===== config.mk =====
export PLATFORM = sky130hd
export DESIGN_NAME = knockout_sequencer
export DESIGN_NICKNAME = d
export VERILOG_FILES = /design/src/rtl/knockout_sequencer.sv
export SDC_FILE = /design/constraint.sdc
export NUM_CORES = 1
export LEC_CHECK = 0
export BUFFER_PORTS_ARGS = -buffer_cell sky130_fd_sc_hd__buf_2
export CAP_MARGIN = 40
export CORE_MARGIN = 1
export CORE_UTILIZATION = 47
export DETAILED_ROUTE_END_ITERATION = 16
export PLACE_DENSITY = 0.69
export SLEW_MARGIN = 10
export SYNTH_ARGS = -nofsm -noshare
export SYNTH_HDL_FRONTEND = slang
export SYNTH_SLANG_ARGS = --single-unit
export TNS_END_PERCENT = 100

===== constraint.sdc =====
create_clock -name clk -period 3.8 [get_ports clk]
set_clock_uncertainty 0.15 [all_clocks]
set_input_delay 0.76 -clock clk [delete_from_list [all_inputs] [get_ports clk]]
set_output_delay 0.76 -clock clk [all_outputs]
set_load 0.05 [all_outputs]

===== src/rtl/knockout_sequencer.sv =====
// SQED knockout window sequencer: counts trig1 edges, arms, waits for trig2,
// then holds a registered knockout enable for KO_LEN cycles.
module knockout_sequencer #(
    parameter int unsigned TRIG1_COUNT = 1,
    parameter int unsigned MAX_GAP     = 16,
    parameter int unsigned KO_LEN      = 1,
    parameter bit          ONESHOT     = 1'b1
) (
    input  logic       clk,
    input  logic       rst,
    input  logic       en,
    input  logic       trig1,
    input  logic       trig2,
    output logic       knockout,
    output logic       fired,
    output logic       timeout,
    output logic [1:0] state,
    output logic [7:0] fire_count
);

    typedef enum logic [1:0] {
        IDLE  = 2'd0,
        ARMED = 2'd1,
        FIRE  = 2'd2,
        DONE  = 2'd3
    } state_t;

    localparam int T1W  = $clog2(TRIG1_COUNT) + 1;
    localparam int GAPW = $clog2(MAX_GAP) + 1;
    localparam int KOW  = $clog2(KO_LEN) + 1;

    localparam logic [T1W-1:0]  T1_LAST  = T1W'(TRIG1_COUNT - 1);
    localparam logic [GAPW-1:0] GAP_LAST = GAPW'(MAX_GAP - 1);
    localparam logic [KOW-1:0]  KO_LAST  = KOW'(KO_LEN - 1);

    state_t          st;
    logic            trig1_q;
    logic            trig2_q;
    logic [T1W-1:0]  t1_cnt;
    logic [GAPW-1:0] gap_cnt;
    logic [KOW-1:0]  ko_cnt;
    logic            ev1;
    logic            ev2;
    logic [7:0]      fire_count_nxt;

    assign ev1   = trig1 & ~trig1_q;
    assign ev2   = trig2 & ~trig2_q;
    assign state = st;

    assign fire_count_nxt = (fire_count == 8'hFF) ? fire_count
                                                  : fire_count + 8'd1;

    always_ff @(posedge clk) begin
        if (rst) begin
            st         <= IDLE;
            trig1_q    <= 1'b0;
            trig2_q    <= 1'b0;
            t1_cnt     <= '0;
            gap_cnt    <= '0;
            ko_cnt     <= '0;
            knockout   <= 1'b0;
            fired      <= 1'b0;
            timeout    <= 1'b0;
            fire_count <= 8'd0;
        end else begin
            trig1_q <= trig1;
            trig2_q <= trig2;
            timeout <= 1'b0;
            unique case (st)
                IDLE: begin
                    if (!en) begin
                        t1_cnt <= '0;
                    end else if (ev1) begin
                        if (t1_cnt == T1_LAST) begin
                            st      <= ARMED;
                            t1_cnt  <= '0;
                            gap_cnt <= '0;
                        end else begin
                            t1_cnt <= t1_cnt + 1'b1;
                        end
                    end
                end
                ARMED: begin
                    // trig2 beats a simultaneous trig1 and an expiring window
                    if (!en) begin
                        st      <= IDLE;
                        t1_cnt  <= '0;
                        gap_cnt <= '0;
                    end else if (ev2) begin
                        st         <= FIRE;
                        ko_cnt     <= '0;
                        gap_cnt    <= '0;
                        knockout   <= 1'b1;
                        fired      <= 1'b1;
                        fire_count <= fire_count_nxt;
                    end else if (ev1) begin
                        gap_cnt <= '0;
                    end else if (gap_cnt == GAP_LAST) begin
                        st      <= IDLE;
                        gap_cnt <= '0;
                        timeout <= 1'b1;
                    end else begin
                        gap_cnt <= gap_cnt + 1'b1;
                    end
                end
                FIRE: begin
                    if (ko_cnt == KO_LAST) begin
                        st       <= ONESHOT ? DONE : IDLE;
                        ko_cnt   <= '0;
                        knockout <= 1'b0;
                    end else begin
                        ko_cnt <= ko_cnt + 1'b1;
                    end
                end
                DONE: begin
                end
            endcase
        end
    end

endmodule


**After elaboration in Yosys (flattened, before gate mapping)**

Index checks and enable logic that the tools add are counted.

- $add $sub $neg: 4
- $mul: 0
- Div/mod/pow operators: 0
- Order comparisons: 0
- Equal/unequal tests: 14
- Shifts and indexed selects: 0
- Mux-type cells: 31
- Bitwise operators: 7
- Reductions and logical operators: 12

Operator list:

| kind | number |
|---|---|
| 2-to-1 mux 5 bit | 7 |
| 2-to-1 mux 2 bit | 8 |
| != test 2 bit (second input constant) | 7 |
| AND reduction 4 bit | 3 |
| 2-to-1 mux 1 bit | 11 |
| one-hot mux 5 bit (2 select lines) | 1 |
| AND reduction 3 bit | 3 |
| adder 8 x 1 -> 8 bit (second input constant) | 1 |
| == test 8 bit (second input constant) | 1 |
| != test 4 bit (second input constant) | 2 |
| AND reduction 7 bit | 1 |
| one-hot mux 1 bit (2 select lines) | 3 |
| one-hot mux 2 bit (3 select lines) | 1 |
| adder 5 x 1 -> 5 bit (second input constant) | 1 |
| == test 5 x 4 -> 1 bit (second input constant) | 1 |
| inverter 1 bit | 5 |
| OR reduction 5 bit | 1 |
| nonzero test 2 bit | 2 |
| != test 3 bit (second input constant) | 1 |
| nonzero test 3 bit | 1 |
| adder 1 bit (second input constant) | 2 |
| bitwise AND 1 bit | 2 |
| == test 2 x 1 -> 1 bit (second input constant) | 1 |
| == test 2 bit (second input constant) | 1 |
| zero test 2 bit | 1 |

- Flip-flop bits (word level): 22
- Latch bits: 0
- Bits in writable memories: 0
- Memory bits (read-only): 0
- Bits of input ports: 5
- Output and inout bits: 13
- Logic and storage cells: 78
- Memories kept: 0

**Depth between registers and ports, before layout**

- Word-level depth: 6
- Mapped depth: 7
- Depth with buffers taken out: 6

**Worst setup path before layout**

No wires, ideal clock.

- Kind: reg2reg
- From: reg st[0] (netlist: state[0])
- To: reg fire_count[5]
- Setup time: 0.071 ns
- Arrival time: 1.839 ns
- Data required time: 3.579 ns
- Path slack: 1.741 ns
- Cell stages (with the launch flop): 7
- Buffers on the path: 1
- Period minus slack after synthesis: 2.059 ns
- Cell sequence: dfxtp_1 > ha_1 > and4b_1 > buf_6 > o2111ai_4 > or3_1 > a21oi_1

- Word-level cells in the longest chain between the ends: 2

RTL lines:

| element | RTL line | text |
|---|---|---|
| start, declared | 36 | `state_t st;` |
| start signal, assigned | 108 | `st <= ONESHOT ? DONE : IDLE;` |
| == test 2 x 1 -> 1 bit | 69 | `unique case (st)` |
| AND reduction 4 bit (no line) | - |  |
| end signal, assigned | 95 | `fire_count <= fire_count_nxt;` |
| end, declared | 18 | `output logic [7:0] fire_count` |

Every way passes these cells.
A chain may end at the register's enable or synchronous reset.

**Final worst setup path**

- From: reg st[1] (netlist: state[1])
- To: reg fire_count[5]

Same word-level chain as after synthesis.

==> results.yml <==
outcome:
  status: "finished, final reports clean"
clock_tree:
  numCtsBuffers: 3
  cts_sinks: 20
  clk_latency_ns: 0.31
  clock-root-buffer: "clkbuf_4"
  post_cts_buffers: 0
  cts_hold_buf: 0
  cts_tree: "built"
  clockBufferDepth: 2
  htree_levels: 1
  cts-resized-gates: 0
  clkTransAtPathRegs_ns: 0.10
die:
  rows: 16
  die-height_um: 47.9
  die_w_um: 47.9
  initial_core_util: 0.504
  coreArea_sq_um: 1960
  io_pins: 18
  dieArea_sq_um: 2290
drt:
  detail-route-antenna-nets: 0
  drc: 0
  wire_per_inst_um: 11.4
  num_vias: 835
  post_drt_via_cell_ratio: 5.46
  dr.pass1.iters: 4
  dr.first_iter.drc_count: 14
  wl_mm: 1.75
cells_and_area:
  fin_nets: 137
  layout-drive-gt1-share: 0.190
  final_util: 0.574
  diodes: 0
  fin_area_sq_um: 1130
  final_cell_mix: "dfxtp_1 (20), buf_2 (17), nor2_1 (9), a21oi_1 (8), o21ai_0 (7)"
  layout_commonest_cell: "dfxtp_1"
  area_delta_synth_final_pct: 13.8
yosys:
  ys_warn_count: 0
  netlist_area_sq_um: 990
  synth-main-ff-cell: "dfxtp_1"
  ys_seq_area_frac: 0.405
  async_flop_share: 0
  synth.avg_cell_area_sq_um: 9.16
  synth_edf_count: 0
  ys_seq_elements: 20
  synth_top_area_frac: 0.405
  netlist_instances: 108
  synth_top_area_cell: "dfxtp_1"
  synth_area_leaders: "dfxtp_1 (40%), ha_1 (6.3%), a21oi_1 (4.0%)"
  yosysUniqueCellTypes: 35
  synth_nets: 118
sta:
  setup_tns_ns: 0
  maxSlewViolCount: 0
  min_period_ns: 2.01
  timing_hold_violations_final: 0
  max_freq_ghz: 0.499
  finalSetupViolCount: 0
  rsz0062_at_grt: "false"
  tightest_slew_ns: 0.515
  relSlewSlack: 0.656
  min_period_over_period: 0.528
power:
  power_frac_seq: 0.572
  switching_share: 0.247
  leakage_nw: 0.450
  comb_power_share: 0.093
  p_total_w: 0.000375
  p_sw_w: 0.0000925
  p_per_area_nw_per_um2: 333
  vdd_ir_drop_max_v: 0.000288
  p_int_w: 0.000283
  clkPwrFrac: 0.335
placed_design:
  port_buffers: 17
  dpl_cell_area_sq_um: 1090
  dpl.hpwl_mm: 1.26
  gp_congestion: 0.724
worst_setup_path:
  cp_max_fo: 9
  crit_path_end_kind: "flip-flop"
  path_class: "flip-flop to flip-flop"
  cp_data_required_time_ns: 3.89
  start_kind: "flip-flop"
  arrival_ns: 2.10
global_route:
  grt_usage: 0.181
  grt_overflow: 0
  grt_pass1_vias: 676
  antenna_found_initial: 0
  grt_pass1_wl_mm: 2.90
  grt_max_degree: 23
job:
  cap_violations: 0
worst_hold_path:
  hp-class: "flip-flop to flip-flop"
## synth_stat cells, types with 2 or more instances
cell type and instances:
a21oi_1 8, a31oi_1 2, clkbuf_1 2, dfxtp_1 20, ha_1 5, inv_1 5, nand2_1 6, nand2b_1 2
nand3_1 4, nand3b_1 3, nand4b_1 2, nand4bb_1 2, nor2_1 9, nor2b_1 4, nor3b_1 2, o211ai_1 2
o21ai_0 7, or3_1 3, xnor2_1 2, xor2_1 3
## registers in the layout, indices dropped and copies added, names as in the netlist
name,cells
state,2
fired,1
gap_cnt,5
timeout,1
knockout,1
trig1_q,1
fire_count,8
trig2_q,1
## worst max-delay path, cell delays in order, from the launching register on
cell	delay, ns
dfxtp_1	0.34
inv_1	0.10
ha_1	0.23
and4b_1	0.44
o2111ai_4	0.19
or3_1	0.34
a21oi_1	0.14
## worst paths after layout
| check | start | end | slack (ns) | cells past startpoint |
|---|---|---|---|---|
| hold / removal | gap_cnt[4] | gap_cnt[4] | 0.33 | 1 |
| hold reg to reg | gap_cnt[4] | gap_cnt[4] | 0.33 | 1 |
| setup / recovery | state[1] | fire_count[5] | 1.79 | 6 |
| setup reg to reg | state[1] | fire_count[5] | 1.79 | 6 |
## power by group through the flow
stage / Clock [W] / Combinational (W) / Sequential (W)
after detailed placement: 0 / 0.0000348 / 0.000219
final: 0.000126 / 0.0000349 / 0.000215
after floorplan: 0 / 0.0000203 / 0.000225
after global placement: 0 / 0.0000344 / 0.000219
after CTS: 0.000128 / 0.0000349 / 0.000215
after global routing: 0.000137 / 0.0000386 / 0.000215
## routing by layer
| layer | vias to the layer above | wire length [um] | global-route usage |
|---|---|---|---|
| met1 | 388 | 857 | 0.243 |
| met4 | 0 | 42 | 0.100 |
| li1 | 428 | - | - |
| met2 | 14 | 790 | 0.273 |
| met5 | - | 0 | 0 |
| met3 | 5 | 58 | 0.0340 |
## through the flow
step	setup slack [ns]	std cells	hold slack, ns
2_1_floorplan	1.74	108	0.299
3_3_place_gp	1.68	149	0.312
3_5_place_dp	1.61	149	0.313
4_1_cts	1.80	153	0.329
5_1_grt	1.62	153	0.341
6_report	1.79	153	0.330
## cells by family (layout without fill, tap and decap cells)
kind of cell | Yosys count | in the layout | synth area share
and+or+nand+nor | 44 | 44 | 0.269
AOI/OAI and AO/OA | 25 | 25 | 0.171
DFF | 20 | 20 | 0.405
buffers and inverters | 8 | 26 | 0.0379
adders and majority gates | 5 | 5 | 0.0632
xor gates and xnor gates | 5 | 5 | 0.0443
muxes | 1 | 1 | 0.0101
## final cells by class
class	instances	area, sq um
Clock buffer	4	36.3
Fill cell	196	836
Inverter	5	18.8
Multi-Input combinational cell	80	552
Sequential cell	20	400
Tap cell	27	33.8
Timing Repair Buffer	17	85.1
No activity file was read; power rests on OpenSTA's default activity.
